<file path="config.mk">
export PLATFORM = sky130hd
export DESIGN_NAME = pipelined_adder_nbits
export DESIGN_NICKNAME = d
export VERILOG_FILES = /design/src/rtl/adder_pkg.sv /design/src/rtl/adder_chunk_stage.sv /design/src/rtl/pipelined_adder_nbits.sv
export SDC_FILE = /design/constraint.sdc
export NUM_CORES = 1
export LEC_CHECK = 0
export ABC_CLOCK_PERIOD_IN_PS = 6110
export BUFFER_PORTS_ARGS = -buffer_cell sky130_fd_sc_hd__buf_2
export CAP_MARGIN = 10
export CORE_MARGIN = 4
export CORE_UTILIZATION = 62
export DETAILED_ROUTE_END_ITERATION = 8
export HOLD_SLACK_MARGIN = 0.05
export PLACE_DENSITY = 0.85
export SLEW_MARGIN = 20
export SYNTH_ARGS = -nofsm -noshare
export SYNTH_HDL_FRONTEND = slang
export SYNTH_SLANG_ARGS = --single-unit
</file>
<file path="constraint.sdc">
create_clock -name clk -period 6.11 [get_ports clk]
set_input_delay 1.222 -clock clk [delete_from_list [all_inputs] [get_ports clk]]
set_output_delay 1.222 -clock clk [all_outputs]
set_load 0.02 [all_outputs]
</file>
<file path="src/rtl/adder_pkg.sv">
// Shared types and helpers for the pipelined chunked adder.
// With ADDER_BCD_EN defined, the stage control word also carries the per-word decimal-mode flag.
package adder_pkg;

  localparam int unsigned CHUNK_DEF = 4;

  // Returns 0 when WIDTH is not a nonzero multiple of CHUNK, flagging a bad configuration.
  function automatic int unsigned num_stages(input int unsigned width, input int unsigned chunk);
    if (chunk == 0 || width < chunk || (width % chunk) != 0) return 0;
    return width / chunk;
  endfunction

  // Decimal adjust of one raw nibble sum {carry, nibble}: anything above 9 wraps by +6 and carries.
  function automatic logic [4:0] bcd_adjust(input logic [4:0] raw);
    logic [4:0] r;
    r = raw;
    if (raw > 5'd9) r = {1'b1, 4'(raw[3:0] + 4'd6)};
    return r;
  endfunction

  // Per-stage control; a_msb/b_msb ride along so overflow can be judged at the output.
  typedef struct packed {
    logic valid;
    logic carry;
    logic a_msb;
    logic b_msb;
`ifdef ADDER_BCD_EN
    logic bcd;
`endif
  } stage_ctl_t;

endpackage

</file>
<file path="src/rtl/adder_chunk_stage.sv">
// One CHUNK-bit slice of the pipelined adder plus its stage register with stall hold.
// The data word holds finished sum slices on top and interleaved {b,a} operand slices below.
module adder_chunk_stage
  import adder_pkg::*;
#(
  parameter int unsigned WIDTH = 16,
  parameter int unsigned CHUNK = CHUNK_DEF,
  parameter int unsigned IDX   = 0
) (
  input  logic                          clk,
  input  logic                          rst,
  input  logic                          stall,
  input  stage_ctl_t                    up_ctl,
  input  logic [2*WIDTH-IDX*CHUNK-1:0]  up_data,
  output stage_ctl_t                    ctl_q,
  output logic [2*WIDTH-IDX*CHUNK-CHUNK-1:0] data_q
);

  localparam int unsigned INW = 2*WIDTH - IDX*CHUNK;
  localparam int unsigned OW  = INW - CHUNK;

  logic [CHUNK:0]  raw;
  logic [CHUNK:0]  res;
  stage_ctl_t      ctl_d;
  logic [OW-1:0]   data_d;

  // Lowest slice pair is consumed; its sum is appended above the already finished slices.
  always_comb begin
    raw = {1'b0, up_data[CHUNK-1:0]} + {1'b0, up_data[2*CHUNK-1:CHUNK]} + (CHUNK+1)'(up_ctl.carry);
    res = raw;
`ifdef ADDER_BCD_EN
    if (up_ctl.bcd) res = (CHUNK+1)'(bcd_adjust(5'(raw)));
`endif
    ctl_d       = up_ctl;
    ctl_d.carry = res[CHUNK];
    data_d      = OW'({res[CHUNK-1:0], up_data} >> (2*CHUNK));
  end

  // Data only loads with a valid word so the output holds its last result across bubbles.
  always_ff @(posedge clk or posedge rst) begin
    if (rst) begin
      ctl_q  <= '0;
      data_q <= '0;
    end else if (!stall) begin
      if (up_ctl.valid) begin
        ctl_q  <= ctl_d;
        data_q <= data_d;
      end else begin
        ctl_q.valid <= 1'b0;
      end
    end
  end

endmodule

</file>
<file path="src/rtl/pipelined_adder_nbits.sv">
// WIDTH-bit add/subtract pipelined as WIDTH/CHUNK carry-rippled stages with valid/ready stall.
// Optional decimal mode (adds the bcd port) is enabled by defining ADDER_BCD_EN.
module pipelined_adder_nbits
  import adder_pkg::*;
#(
  parameter int unsigned WIDTH = 16,
  parameter int unsigned CHUNK = CHUNK_DEF
) (
  input  logic             clk,
  input  logic             rst,
  input  logic             in_valid,
  output logic             in_ready,
  input  logic [WIDTH-1:0] a,
  input  logic [WIDTH-1:0] b,
  input  logic             cin,
  input  logic             sub,
`ifdef ADDER_BCD_EN
  input  logic             bcd,
`endif
  output logic             out_valid,
  input  logic             out_ready,
  output logic [WIDTH-1:0] sum,
  output logic             cout,
  output logic             ovf
);

  localparam int unsigned STAGES = num_stages(WIDTH, CHUNK);

  if (STAGES == 0) begin : g_bad_width
    $error("pipelined_adder_nbits: WIDTH must be a nonzero multiple of CHUNK");
  end
`ifdef ADDER_BCD_EN
  if (CHUNK != 4) begin : g_bad_chunk
    $error("pipelined_adder_nbits: decimal mode needs CHUNK == 4");
  end
`endif

  logic               stall;
  logic [WIDTH-1:0]   beff;
  logic [2*WIDTH-1:0] word0;
  stage_ctl_t         ctl0;
  stage_ctl_t         last_ctl;

  // Operand conditioning and interleaving of {b,a} slices for the stage chain.
  always_comb begin
    beff = sub ? ~b : b;
`ifdef ADDER_BCD_EN
    if (bcd && sub) begin
      for (int n = 0; n < int'(STAGES); n++)
        beff[n*CHUNK +: CHUNK] = CHUNK'(CHUNK'(9) - b[n*CHUNK +: CHUNK]);
    end
`endif
    word0 = '0;
    for (int n = 0; n < int'(STAGES); n++) begin
      word0[2*n*CHUNK +: CHUNK]     = a[n*CHUNK +: CHUNK];
      word0[(2*n+1)*CHUNK +: CHUNK] = beff[n*CHUNK +: CHUNK];
    end
    ctl0       = '0;
    ctl0.valid = in_valid;
    ctl0.carry = sub | cin;
    ctl0.a_msb = a[WIDTH-1];
    ctl0.b_msb = beff[WIDTH-1];
`ifdef ADDER_BCD_EN
    ctl0.bcd   = bcd;
`endif
  end

  for (genvar k = 0; k < STAGES; k++) begin : g_st
    localparam int unsigned INW = 2*WIDTH - k*CHUNK;
    stage_ctl_t            up_ctl;
    stage_ctl_t            ctl_q;
    logic [INW-1:0]        up_data;
    logic [INW-CHUNK-1:0]  data_q;

    if (k == 0) begin : g_head
      assign up_ctl  = ctl0;
      assign up_data = word0;
    end else begin : g_link
      assign up_ctl  = g_st[k-1].ctl_q;
      assign up_data = g_st[k-1].data_q;
    end

    adder_chunk_stage #(.WIDTH(WIDTH), .CHUNK(CHUNK), .IDX(k)) u_stage (
      .clk     (clk),
      .rst     (rst),
      .stall   (stall),
      .up_ctl  (up_ctl),
      .up_data (up_data),
      .ctl_q   (ctl_q),
      .data_q  (data_q)
    );
  end

  assign last_ctl  = g_st[STAGES-1].ctl_q;
  assign sum       = g_st[STAGES-1].data_q;
  assign out_valid = last_ctl.valid;
  assign cout      = last_ctl.carry;
  assign stall     = last_ctl.valid & ~out_ready;
  assign in_ready  = ~stall;

`ifdef ADDER_BCD_EN
  assign ovf = ~last_ctl.bcd & (last_ctl.a_msb == last_ctl.b_msb) & (sum[WIDTH-1] != last_ctl.a_msb);
`else
  assign ovf = (last_ctl.a_msb == last_ctl.b_msb) & (sum[WIDTH-1] != last_ctl.a_msb);
`endif

endmodule
</file>
# Yosys cells after proc, flatten, opt, wreduce, memory -nomap -nowiden
# Index checks and enable logic that the tools add are counted.
[totals]
out_inout_bits = 20
word_cells = 45
in_bits = 38
reg_bits = 104
[op_classes]
n_reduce_logical = 4
addsub = 8
bitwise = 6
muxes = 5
n_eq_ne = 2
[ops]
columns = ["op", "count"]
rows = [
  ["$add 4x4->5", 4],
  ["$add 5x1->5", 4],
  ["$mux 16", 1],
  ["$not 16->16", 1],
  ["$reduce_and 2->1", 4],
  ["$mux 1", 4],
  ["$and 1x1->1", 2],
  ["$not 1->1", 2],
  ["$eq 1x1->1", 1],
  ["$ne 1x1->1", 1],
  ["$or 1x1->1", 1],
]

# Logic depth before layout (Yosys ltp)
# Gate-level depths: netlist (run 1).
[logic_depth]
depth_word = 4
mapped_depth = 8
ltp_nobuf = 6

# Cells and area by module
# From an unflattened synthesis (run 1), not the netlist that was laid out.
[unflattened]
hier_cells = 526
hier_area_um2 = 4842.1
[by_module_without_submodules]
columns = ["mod", "cells_each", "n_inst", "seq_area_each_um2", "area_per_inst_um2"]
rows = [
  ["adder_chunk_stage (g_st[0].u_stage)", 151, 1, 800.8, 1387.6],
  ["adder_chunk_stage (g_st[1].u_stage)", 134, 1, 700.7, 1234.9],
  ["adder_chunk_stage (g_st[2].u_stage)", 117, 1, 600.6, 1079.8],
  ["adder_chunk_stage (g_st[3].u_stage)", 100, 1, 500.5, 935.9],
  ["pipelined_adder_nbits", 24, 1, 0.0, 203.9],
]

# Worst setup path before layout (run 1)
# No wires, ideal clock.
[synth_path]
kind = "input-to-reg"
from = "input port sub"
to = "register g_st[0].u_stage.ctl_q[2] (netlist name)"
setup_ns = 0.129
required_ns = 5.981
t_arrival_ns = 3.045
path_stages = 8
path_slack_ns = 2.937
path_buffers = 2
path_cell_list = "buf_2 > buf_4 > or2_2 > fa_1 > fa_1 > a21o_1 > a21oi_1 > o21ai_1"
[synth_via]
elab_chain_len = 3
word_cells_on_any_way = 4
classes_between = "add/sub: 2; mux: 1; bitwise: 1"
[synth_rtl]
columns = ["element", "line_no", "text"]
rows = [
  ["from (decl)", "pipelined_adder_nbits.sv:16", "input logic sub,"],
  ["$mux 16", "pipelined_adder_nbits.sv:46", "beff = sub ? ~b : b;"],
  ["$add 4x4->5", "adder_chunk_stage.sv:29", "raw = {1'b0, up_data[CHUNK-1:0]} + {1'b0, up_data[2*CHUNK-1:CHUNK]} + (CHUNK+1)'(up_ctl.carry);"],
  ["$add 5x1->5 (*)", "adder_chunk_stage.sv:29", ""],
]
# Every way passes the cells marked *; elsewhere a longest branch is shown, timed or not.
# A chain may end at the register's enable or synchronous reset.

# Worst setup path in the final report (run 1)
[layout_path]
from = "input port out_ready"
to = "output port in_ready"
[layout_via]
elab_chain_len = 3
[layout_rtl]
columns = ["element", "line_no", "text"]
rows = [
  ["from (decl)", "pipelined_adder_nbits.sv:21", "input logic out_ready,"],
  ["$not 1->1", "pipelined_adder_nbits.sv:98", "assign stall = last_ctl.valid & ~out_ready;"],
  ["$and 1x1->1", "pipelined_adder_nbits.sv:98", ""],
  ["$not 1->1 (no source line)", "-", ""],
  ["to (decl)", "pipelined_adder_nbits.sv:12", "output logic in_ready,"],
]
# Every way passes these cells.

==> impl_metrics.env, run 1 <==
export IMPL_rsz0062_at_grt="false"
export IMPL_die_w_um=92.9
export IMPL_synth_top_family_by_area="multiplexers"
export IMPL_drc_errors=0
export IMPL_ys_seq_elements=98
export IMPL_drive_gt1_share_pct=38.8
export IMPL_yosysTopAreaCell="dfrtp_1"
export IMPL_fin_setup_tns_ns=0
export IMPL_coreArea_um2=6910
export IMPL_startpoint_type="input port"
export IMPL_slowest_delay_ns=0.53
export IMPL_gp_congestion=0.832
export IMPL_path_clk_slew_ns=0.09
export IMPL_power_density_nw_per_um2=520
export IMPL_synth_most_common_cell="dfrtp_1"
export IMPL_cts_sinks=98
export IMPL_tritoncts="built"
export IMPL_detail_route_antenna_nets=0
export IMPL_hold_viol_final=0
export IMPL_numPortBuffers=57
export IMPL_syn_avg_cell_area_um2=13.7
export IMPL_first_iter_violations=158
export IMPL_cts_inserted_buffers=9
export IMPL_post_cts_setup_buffer_count=0
export IMPL_cp_max_fo=29
export IMPL_wl_per_cell_um=16.3
export IMPL_cts_resized=0
export IMPL_outcome="complete, no violations"
export IMPL_grt_max_degree=63
export IMPL_worst_slew_pin_slew_ns=0.741
export IMPL_start_util_pct=64.7
export IMPL_async_reset_ff_share_pct=100
export IMPL_fin_crit_sh_pct=59.1
export IMPL_synth_compound_area_share_pct=8.74
export IMPL_dpl_instance_area_um2=4770
export IMPL_grt_total_usage_pct=19.9
export IMPL_clockBufferDepth=2
export IMPL_grt_pass1_vias=2851
export IMPL_finalClockSkew_ns=0.00961
export IMPL_required_ns=4.89
export IMPL_synthesis_area_um2=4470
export IMPL_areaGrowthSynthToFinish_pct=11.6
export IMPL_dr_pass1_iters=4
export IMPL_setup_violations=0
export IMPL_synthSimpleGateAreaFrac_pct=3.50
export IMPL_synth_xor_area_share_pct=3.92
export IMPL_clk_latency_ns=0.35
export IMPL_crit_family="buffers and inverters"
export IMPL_min_path_type="register to register"
export IMPL_critical_path_class="input port to output port"
export IMPL_grt_pass1_wl_um=13500
export IMPL_crit_path_end_kind="output port"
export IMPL_path_cells="buf_2 -> nor2b_4 -> inv_2 -> buf_2"
export IMPL_via_count=2676
export IMPL_ys_seq_area_share_pct=54.9
export IMPL_yosys_most_used_dff="dfrtp_1"
export IMPL_yosysWarnings=0
export IMPL_synthAdderAreaFrac_pct=6.94
export IMPL_cts_root_buf="clkbuf_8"
export IMPL_fin_nets=440
export IMPL_syn_inst=327
export IMPL_io_pins=58
export IMPL_antenna_found_initial=0
export IMPL_grt_ovfl_total=0
export IMPL_p_total_mw=2.59
export IMPL_routed_via_density=5.54
export IMPL_num_rows=30
export IMPL_ys_types=35
export IMPL_fmax_ghz=0.277
export IMPL_period_minus_slack_ns=3.61
export IMPL_worstPathArrival_ns=2.39
export IMPL_synth_area_mux_share_pct=18.2
export IMPL_dieArea_um2=8630
export IMPL_synth_edff_count=0
export IMPL_cts_htree_levels=3
export IMPL_syn_nets=385
export IMPL_ir_worst_vdd_v=0.000241
export IMPL_slew_viol_final=0
export IMPL_synth_top_area_share_pct=54.9
export IMPL_dp_hpwl_um=5580
export IMPL_drv_cap=0
export IMPL_diodes=0
export IMPL_cp_slowest_cell="nor2b_4"
export IMPL_synth_area_top_cells="dfrtp_1, mux2_2, o21ai_0, mux2_4, fa_1"
export IMPL_p_leak_nw=2.32
export IMPL_postCtsHoldBufs=0
export IMPL_hold_ws_ns=0.502
export IMPL_timing_critical_path_mode_cell="buf_2"
export IMPL_stdcell_area_um2=4980
export IMPL_drt_total_wl_um=7890
export IMPL_max_slew_margin_pct=50.6
export IMPL_fp_dieH_um=92.9
export IMPL_crit_buf_inv=3
export IMPL_synthTopCellsByCount="dfrtp_1, mux2_2, o21ai_0"
-- cell type report --
cell class / instances / area, um^2
timing repair buffer: 58 / 293
fill: 515 / 1920
inverter: 14 / 55.1
clock inverter: 7 / 93.8
tap: 96 / 120
multi-input combinational: 201 / 1850
sequential: 98 / 2450
clock buffer: 9 / 124
-- through the flow --
step | worst slack, ns | util, % | cells
after floorplan | 2.33 | - | 327
after global placement | 2.56 | 69.0 | 467
after detailed placement | 2.52 | 69.0 | 467
after CTS | 2.52 | 72.2 | 483
after global routing | 2.41 | 72.2 | 483
final | 2.50 | 72.2 | 483
-- sequential cells by signal (all words and copies together) (netlist names) --
signal	cells
g_st.u_stage.data_q	88
g_st.u_stage.ctl_q	10
-- worst register-to-register path: stages, from the launching register on --
cell and delay, ns:
dfrtp_1 0.35, nor2b_4 0.57, inv_2 0.29, nand2_2 0.55, mux2_2 0.41
-- worst paths after layout --
check / slack [ns] / end / startpoint / cells after the start
hold reg to reg: 0.50 / g_st[2].u_stage.data_q[9] / g_st[1].u_stage.data_q[17] / 1
max in group asynchronous: 4.10 / g_st[1].u_stage.data_q[17] / rst / 3
setup reg to reg: 3.83 / g_st[1].u_stage.data_q[13] / g_st[3].u_stage.ctl_q[3] / 4
setup / recovery: 2.50 / in_ready / out_ready / 4
min in group asynchronous: 0.88 / g_st[3].u_stage.data_q[8] / rst / 2
hold / removal: 0.50 / g_st[2].u_stage.data_q[9] / g_st[1].u_stage.data_q[17] / 1
-- cells in the final DEF (no fill, tap or decap), drive strengths merged, types with 2 or more instances in the layout --
cell type   n
dfrtp      98
mux2       67
buf        58
o21ai      49
xnor2      14
inv        14
ha         12
a21oi      10
clkbuf      9
fa          8
nand2       7
xor2        6
a21boi      4
nand3       3
and3b       3
o31ai       3
nor2b       3
clkinv      3
nor3        2
a2111oi     2
a21o        2
bufinv      2
clkinvlp    2
nor2        2
-- power by group --
part | switching [mW] | internal (mW)
logic | 0.502 | 0.528
registers | 0.175 | 0.942
clock network | 0.216 | 0.230
total | 0.893 | 1.70
-- kinds of logic (layout without fill, tap and decap cells) --
logic type / count (synthesis) / in the layout
compound gates: 71 / 71
buf+inv: 28 / 88
xor+xnor: 20 / 20
flops: 98 / 98
mux: 67 / 67
simple gates: 23 / 23
fa+ha+maj: 20 / 20
-- layer usage --
layer / global-route usage [%] / vias to the layer above / share of wire [%]
li1: - / 1255 / -
met1: 26.6 / 1350 / 43
met2: 33.7 / 64 / 51
met3: 2.52 / 7 / 4.8
met4: 6.96 / 0 / 1.3
met5: 0 / - / 0
Note: power is estimated with default switching activity, not from simulation.
==> run 2: changes to the inputs <==
--- a/config.mk
+++ b/config.mk
@@ -5,14 +5,14 @@
 export SDC_FILE = /design/constraint.sdc
 export NUM_CORES = 1
 export LEC_CHECK = 0
-export ABC_CLOCK_PERIOD_IN_PS = 6110
+export ABC_CLOCK_PERIOD_IN_PS = 3000
 export BUFFER_PORTS_ARGS = -buffer_cell sky130_fd_sc_hd__buf_2
 export CAP_MARGIN = 10
 export CORE_MARGIN = 4
-export CORE_UTILIZATION = 62
+export CORE_UTILIZATION = 52
 export DETAILED_ROUTE_END_ITERATION = 8
 export HOLD_SLACK_MARGIN = 0.05
-export PLACE_DENSITY = 0.85
+export PLACE_DENSITY = 0.76
 export SLEW_MARGIN = 20
 export SYNTH_ARGS = -nofsm -noshare
 export SYNTH_HDL_FRONTEND = slang
==> constraint.sdc (replaced) <==
create_clock -name clk -period 3 [get_ports clk]
set_input_delay 0.6 -clock clk [delete_from_list [all_inputs] [get_ports clk]]
set_output_delay 0.6 -clock clk [all_outputs]
set_load 0.02 [all_outputs]
==> run 2 against run 1 <==
Against the previous run:
- non-clock buffer count is 3 higher
- clock power up 90%
- sequential share of layout area decreased by 0.27 points
- setup slack got worse by 1.7 ns
- die area up 18%
- clock skew is 0.00063 ns lower
- critical path type is now register to register
- critical endpoint is now g_st[1].u_stage.ctl_q[2]
==> impl_metrics.env, run 2 (synthesized netlist as in run 1, its figures left out) <==
export IMPL_outcome="complete, no violations"
export IMPL_cp_max_fo=2
export IMPL_fmax_ghz=0.461
export IMPL_dp_hpwl_um=5500
export IMPL_via_count=2646
export IMPL_numPortBuffers=57
export IMPL_worst_slew_pin_slew_ns=0.631
export IMPL_startpoint_type="register"
export IMPL_start_util_pct=53.8
export IMPL_io_pins=58
export IMPL_detail_route_antenna_nets=0
export IMPL_setup_violations=0
export IMPL_grt_busiest_layer="met2"
export IMPL_fin_crit_sh_pct=72.3
export IMPL_hold_viol_final=0
export IMPL_layout_commonest_cell="dfrtp_1"
export IMPL_drive_gt1_share_pct=38.5
export IMPL_largest_reg_flops=88
export IMPL_ff2ff_path_depth=5
export IMPL_path_clk_slew_ns=0.09
export IMPL_grt_pass1_vias=2751
export IMPL_max_slew_margin_pct=57.9
export IMPL_final_cell_mix="dfrtp_1, buf_2, mux2_2, o21ai_0, mux2_4"
export IMPL_cts_sinks=98
export IMPL_period_minus_slack_ns=2.17
export IMPL_fill_cells=670
export IMPL_setup_worst_path_end="g_st[1].u_stage.ctl_q[2]"
export IMPL_rsz0062_at_grt="false"
export IMPL_drt_total_wl_um=7860
export IMPL_cts_inserted_buffers=9
export IMPL_coreArea_um2=8300
export IMPL_dr_pass1_iters=4
export IMPL_antenna_found_initial=0
export IMPL_top_register="g_st.u_stage.data_q"
export IMPL_die_w_um=101
export IMPL_worstPathArrival_ns=2.38
export IMPL_use_met3_pct=2.63
export IMPL_p_leak_nw=2.33
export IMPL_fp_dieH_um=101
export IMPL_clockBufferDepth=2
export IMPL_grt_total_usage_pct=16.8
export IMPL_cts_resized=0
export IMPL_drc_errors=0
export IMPL_register_area_um2=2450
export IMPL_diodes=0
export IMPL_dp_cells=479
export IMPL_num_rows=33
export IMPL_grt_util_met1_pct=21.6
export IMPL_finalClockSkew_ns=0.00898
export IMPL_post_cts_setup_buffer_count=0
export IMPL_min_path_type="input port to asynchronous set/reset pin"
export IMPL_cts_root_buf="clkbuf_8"
export IMPL_cts_htree_levels=3
export IMPL_crit_path_end_kind="register"
export IMPL_slew_viol_final=0
export IMPL_multi_input_area_um2=1850
export IMPL_utilization_pct=60.4
export IMPL_grt_pass1_wl_um=13300
export IMPL_gp_congestion=0.810
export IMPL_power_density_nw_per_um2=1040
export IMPL_required_ns=3.22
export IMPL_rrSetupSlack_ns=0.83
export IMPL_rr_endpoint="g_st[1].u_stage.ctl_q[2]"
export IMPL_startpoint="g_st[0].u_stage.ctl_q[2]"
export IMPL_wl_per_cell_um=15.9
export IMPL_routed_via_density=5.35
export IMPL_grt_ovfl_total=0
export IMPL_grt_max_degree=51
export IMPL_postCtsHoldBufs=0
export IMPL_drv_cap=0
export IMPL_r2r_start="g_st[0].u_stage.ctl_q[2]"
export IMPL_ir_worst_vdd_v=0.000379
export IMPL_fin_setup_tns_ns=0
export IMPL_largestRegisters="g_st.u_stage.data_q: 88 flops, g_st.u_stage.ctl_q: 10 flops"
export IMPL_clk_latency_ns=0.35
export IMPL_dieArea_um2=10100
export IMPL_areaGrowthSynthToFinish_pct=12.2
export IMPL_fin_nets=443
export IMPL_first_iter_violations=93
export IMPL_use_met2_pct=28.3
export IMPL_tritoncts="built"
export IMPL_instances_no_fill=495
export IMPL_critical_path_class="register to register"
run 2: cell count changes in the layout (fill, tap and decap cells not counted):
cell        change
clkinv_2        -1
bufinv_16       -1
buf_12          +1
clkinvlp_4      -1
clkbuf_8        +2
inv_4           -1
clkinv_4        -1
clkbuf_1        +3
buf_4           +2
run 2: cell type report:
class / instances / share of cell area [%]
Multi-Input combinational cell: 201 / 36.8
Inverter: 14 / 1.12
Clock inverter: 2 / 0.699
Sequential cell: 98 / 48.9
Tap cell: 105 / 2.62
Clock buffer: 14 / 3.25
Timing Repair Buffer: 61 / 6.54
run 2: worst min-delay path by stage:
stage / startpoint / endpoint / slack (ns) / cells past startpoint
CTS: rst / g_st[3].u_stage.data_q[9] / 0.33 / 2
detailed placement: g_st[0].u_stage.data_q[21] / g_st[1].u_stage.data_q[13] / 0.49 / 1
floorplan: g_st[0].u_stage.data_q[12] / g_st[0].u_stage.data_q[12] / 0.47 / 2
global placement: g_st[0].u_stage.data_q[20] / g_st[1].u_stage.data_q[12] / 0.48 / 1
global route: rst / g_st[3].u_stage.data_q[8] / 0.36 / 2
finish: rst / g_st[3].u_stage.data_q[8] / 0.31 / 2
run 2: report_power, final:
group / switching [mW] / leakage (nW) / total (mW) / internal (mW)
clock network: 0.417 / 0.101 / 0.849 / 0.432
logic: 1.01 / 1.05 / 2.09 / 1.08
registers: 0.341 / 1.18 / 2.26 / 1.92
total: 1.77 / 2.33 / 5.20 / 3.43
run 2: per-stage QoR:
stage	hold slack, ns	power, mW	setup slack, ns	area, um^2
floorplan	0.467	3.90	0.449	4470
global placement	0.481	4.28	0.627	4810
detailed placement	0.487	4.40	0.584	4810
CTS	0.326	5.25	0.815	5010
global route	0.356	5.58	0.737	5010
finish	0.314	5.20	0.831	5010
run 2: layer usage:
| metal | vias up | routed length [um] |
|---|---|---|
| li1 | 1260 | - |
| met2 | 56 | 3860 |
| met1 | 1319 | 3510 |
| met3 | 11 | 341 |
| met5 | - | 0 |
| met4 | 0 | 150 |
run 2: critical path, stage by stage, from the launching register on:
cell and delay, ns:
dfrtp_1 0.41, fa_1 0.47, fa_1 0.42, a21o_1 0.19, a2111oi_0 0.47, a21oi_1 0.07
==> run 3: changes to the inputs <==
--- a/config.mk
+++ b/config.mk
@@ -5,14 +5,14 @@
 export SDC_FILE = /design/constraint.sdc
 export NUM_CORES = 1
 export LEC_CHECK = 0
-export ABC_CLOCK_PERIOD_IN_PS = 3000
+export ABC_CLOCK_PERIOD_IN_PS = 2000
 export BUFFER_PORTS_ARGS = -buffer_cell sky130_fd_sc_hd__buf_2
 export CAP_MARGIN = 10
 export CORE_MARGIN = 4
-export CORE_UTILIZATION = 52
+export CORE_UTILIZATION = 57
 export DETAILED_ROUTE_END_ITERATION = 8
 export HOLD_SLACK_MARGIN = 0.05
-export PLACE_DENSITY = 0.76
+export PLACE_DENSITY = 0.79
 export SLEW_MARGIN = 20
 export SYNTH_ARGS = -nofsm -noshare
 export SYNTH_HDL_FRONTEND = slang
==> constraint.sdc (replaced) <==
create_clock -name clk -period 2 [get_ports clk]
set_input_delay 0.4 -clock clk [delete_from_list [all_inputs] [get_ports clk]]
set_output_delay 0.4 -clock clk [all_outputs]
set_load 0.02 [all_outputs]
==> run 3 against run 2 <==
Against the previous run:
- design area grew 1.8%
- critical path type unchanged
- combinational power grew 58%
- worst hold slack lost 0.15 ns
- highest routed layer unchanged
- largest cell class unchanged
- largest power group unchanged
- maximum frequency grew 13%
==> impl_metrics.env, run 3 (synthesized netlist as in run 1, its figures left out) <==
export IMPL_outcome="complete, no violations"
export IMPL_grt_busiest_layer="met2"
export IMPL_dieArea_um2=9320
export IMPL_dp_cells=480
export IMPL_detail_route_antenna_nets=0
export IMPL_grt_util_met1_pct=24.8
export IMPL_instances_no_fill=496
export IMPL_fmax_ghz=0.522
export IMPL_critical_path_class="register to register"
export IMPL_rrSetupSlack_ns=0.08
export IMPL_largest_reg_flops=88
export IMPL_cts_htree_levels=3
export IMPL_crit_path_end_kind="register"
export IMPL_gp_congestion=0.841
export IMPL_startpoint_type="register"
export IMPL_numPortBuffers=57
export IMPL_via_count=2693
export IMPL_ir_worst_vdd_v=0.000608
export IMPL_tritoncts="built"
export IMPL_grt_ovfl_total=0
export IMPL_die_w_um=96.5
export IMPL_dpl_instance_area_um2=4850
export IMPL_dp_hpwl_um=5780
export IMPL_power_density_nw_per_um2=1590
export IMPL_utilization_pct=66.4
export IMPL_drt_total_wl_um=8220
export IMPL_rr_endpoint="g_st[1].u_stage.ctl_q[2]"
export IMPL_clk_latency_ns=0.36
export IMPL_layout_commonest_cell="dfrtp_1"
export IMPL_stdcell_area_um2=5100
export IMPL_hold_viol_final=0
export IMPL_antenna_found_initial=0
export IMPL_grt_pass1_wl_um=13500
export IMPL_min_path_type="input port to asynchronous set/reset pin"
export IMPL_diodes=0
export IMPL_grt_pass1_vias=2844
export IMPL_path_clk_slew_ns=0.09
export IMPL_routed_via_density=5.43
export IMPL_start_util_pct=58.1
export IMPL_io_pins=58
export IMPL_required_ns=2.24
export IMPL_period_minus_slack_ns=1.92
export IMPL_use_met2_pct=31.7
export IMPL_fp_dieH_um=96.5
export IMPL_fin_crit_sh_pct=95.9
export IMPL_use_met3_pct=5.34
export IMPL_slew_viol_final=0
export IMPL_top_register="g_st.u_stage.data_q"
export IMPL_worst_slew_pin_slew_ns=0.508
export IMPL_worstPathArrival_ns=2.16
export IMPL_drc_errors=0
export IMPL_p_leak_nw=2.37
export IMPL_largestRegisters="g_st.u_stage.data_q: 88 flops, g_st.u_stage.ctl_q: 10 flops"
export IMPL_finalClockSkew_ns=0.00941
export IMPL_final_cell_mix="dfrtp_1, buf_2, mux2_2, o21ai_0, mux2_4"
export IMPL_r2r_start="g_st[0].u_stage.ctl_q[2]"
export IMPL_grt_total_usage_pct=19.3
export IMPL_fin_nets=447
export IMPL_drv_cap=0
export IMPL_drive_gt1_share_pct=40.9
export IMPL_cts_inserted_buffers=9
export IMPL_p_total_mw=8.11
export IMPL_wl_per_cell_um=16.6
export IMPL_cts_root_buf="clkbuf_8"
export IMPL_cp_max_fo=2
export IMPL_grt_max_degree=99
export IMPL_areaGrowthSynthToFinish_pct=14.2
export IMPL_clockBufferDepth=2
export IMPL_setup_violations=0
export IMPL_coreArea_um2=7690
export IMPL_dr_pass1_iters=6
export IMPL_num_rows=32
export IMPL_cts_sinks=98
export IMPL_max_slew_margin_pct=66.2
export IMPL_rsz0062_at_grt="false"
export IMPL_ff2ff_path_depth=5
export IMPL_first_iter_violations=93
run 3: worst max-delay path, cell delays in order, from the launching register on:
cell	delay [ns]
dfrtp_1	0.41
fa_2	0.41
fa_2	0.36
a21o_1	0.20
a2111oi_4	0.36
a21oi_1	0.06
run 3: layer usage:
metal | vias up | wire length [um]
met5 | - | 0
met4 | 0 | 48
met3 | 7 | 399
met2 | 60 | 4180
met1 | 1363 | 3590
li1 | 1263 | -
run 3: through the flow:
stage | hold WS [ns] | TNS [ns] | worst slack (ns)
2_1_floorplan | 0.467 | -0.292 | -0.141
3_3_place_gp | 0.481 | -0.114 | -0.0823
3_5_place_dp | 0.487 | -0.176 | -0.108
4_1_cts | 0.186 | 0 | 0.0235
5_1_grt | 0.206 | 0 | 0.0118
6_report | 0.164 | 0 | 0.0829
run 3: layout make-up:
| class | count | area (um^2) |
|---|---|---|
| Timing Repair Buffer | 65 | 358 |
| Multi-Input combinational cell | 201 | 1880 |
| Inverter | 14 | 56.3 |
| Clock buffer | 11 | 141 |
| Sequential cell | 98 | 2450 |
| Fill cell | 577 | 2580 |
| Clock inverter | 5 | 86.3 |
| Tap cell | 102 | 128 |
run 3: where the power goes:
part           leakage [nW]  internal, mW  total, mW  switching (mW)
Clock                 0.114         0.748       1.41           0.659
Sequential             1.18          2.88       3.41           0.529
Combinational          1.07          1.69       3.30            1.61
Total                  2.37          5.31       8.11            2.80
run 3: worst max path at each step:
| stage | slack [ns] | cells past startpoint | to | startpoint |
|---|---|---|---|---|
| after floorplan | -0.14 | 8 | g_st[0].u_stage.ctl_q[2] | sub |
| after global placement | -0.08 | 7 | g_st[0].u_stage.ctl_q[2] | sub |
| after detailed placement | -0.11 | 7 | g_st[0].u_stage.ctl_q[2] | sub |
| after CTS | 0.02 | 5 | g_st[1].u_stage.ctl_q[2] | g_st[0].u_stage.ctl_q[2] |
| after global routing | 0.01 | 5 | g_st[1].u_stage.ctl_q[2] | g_st[0].u_stage.ctl_q[2] |
| final | 0.08 | 5 | g_st[1].u_stage.ctl_q[2] | g_st[0].u_stage.ctl_q[2] |
run 3: repair_timing:
| item | 4_1_cts | 5_1_grt |
|---|---|---|
| hold buffers | 0 | 0 |
| setup buffers | 0 | 0 |
| resized for setup | 2 | 3 |
| setup endpoints to repair | 1 | 1 |
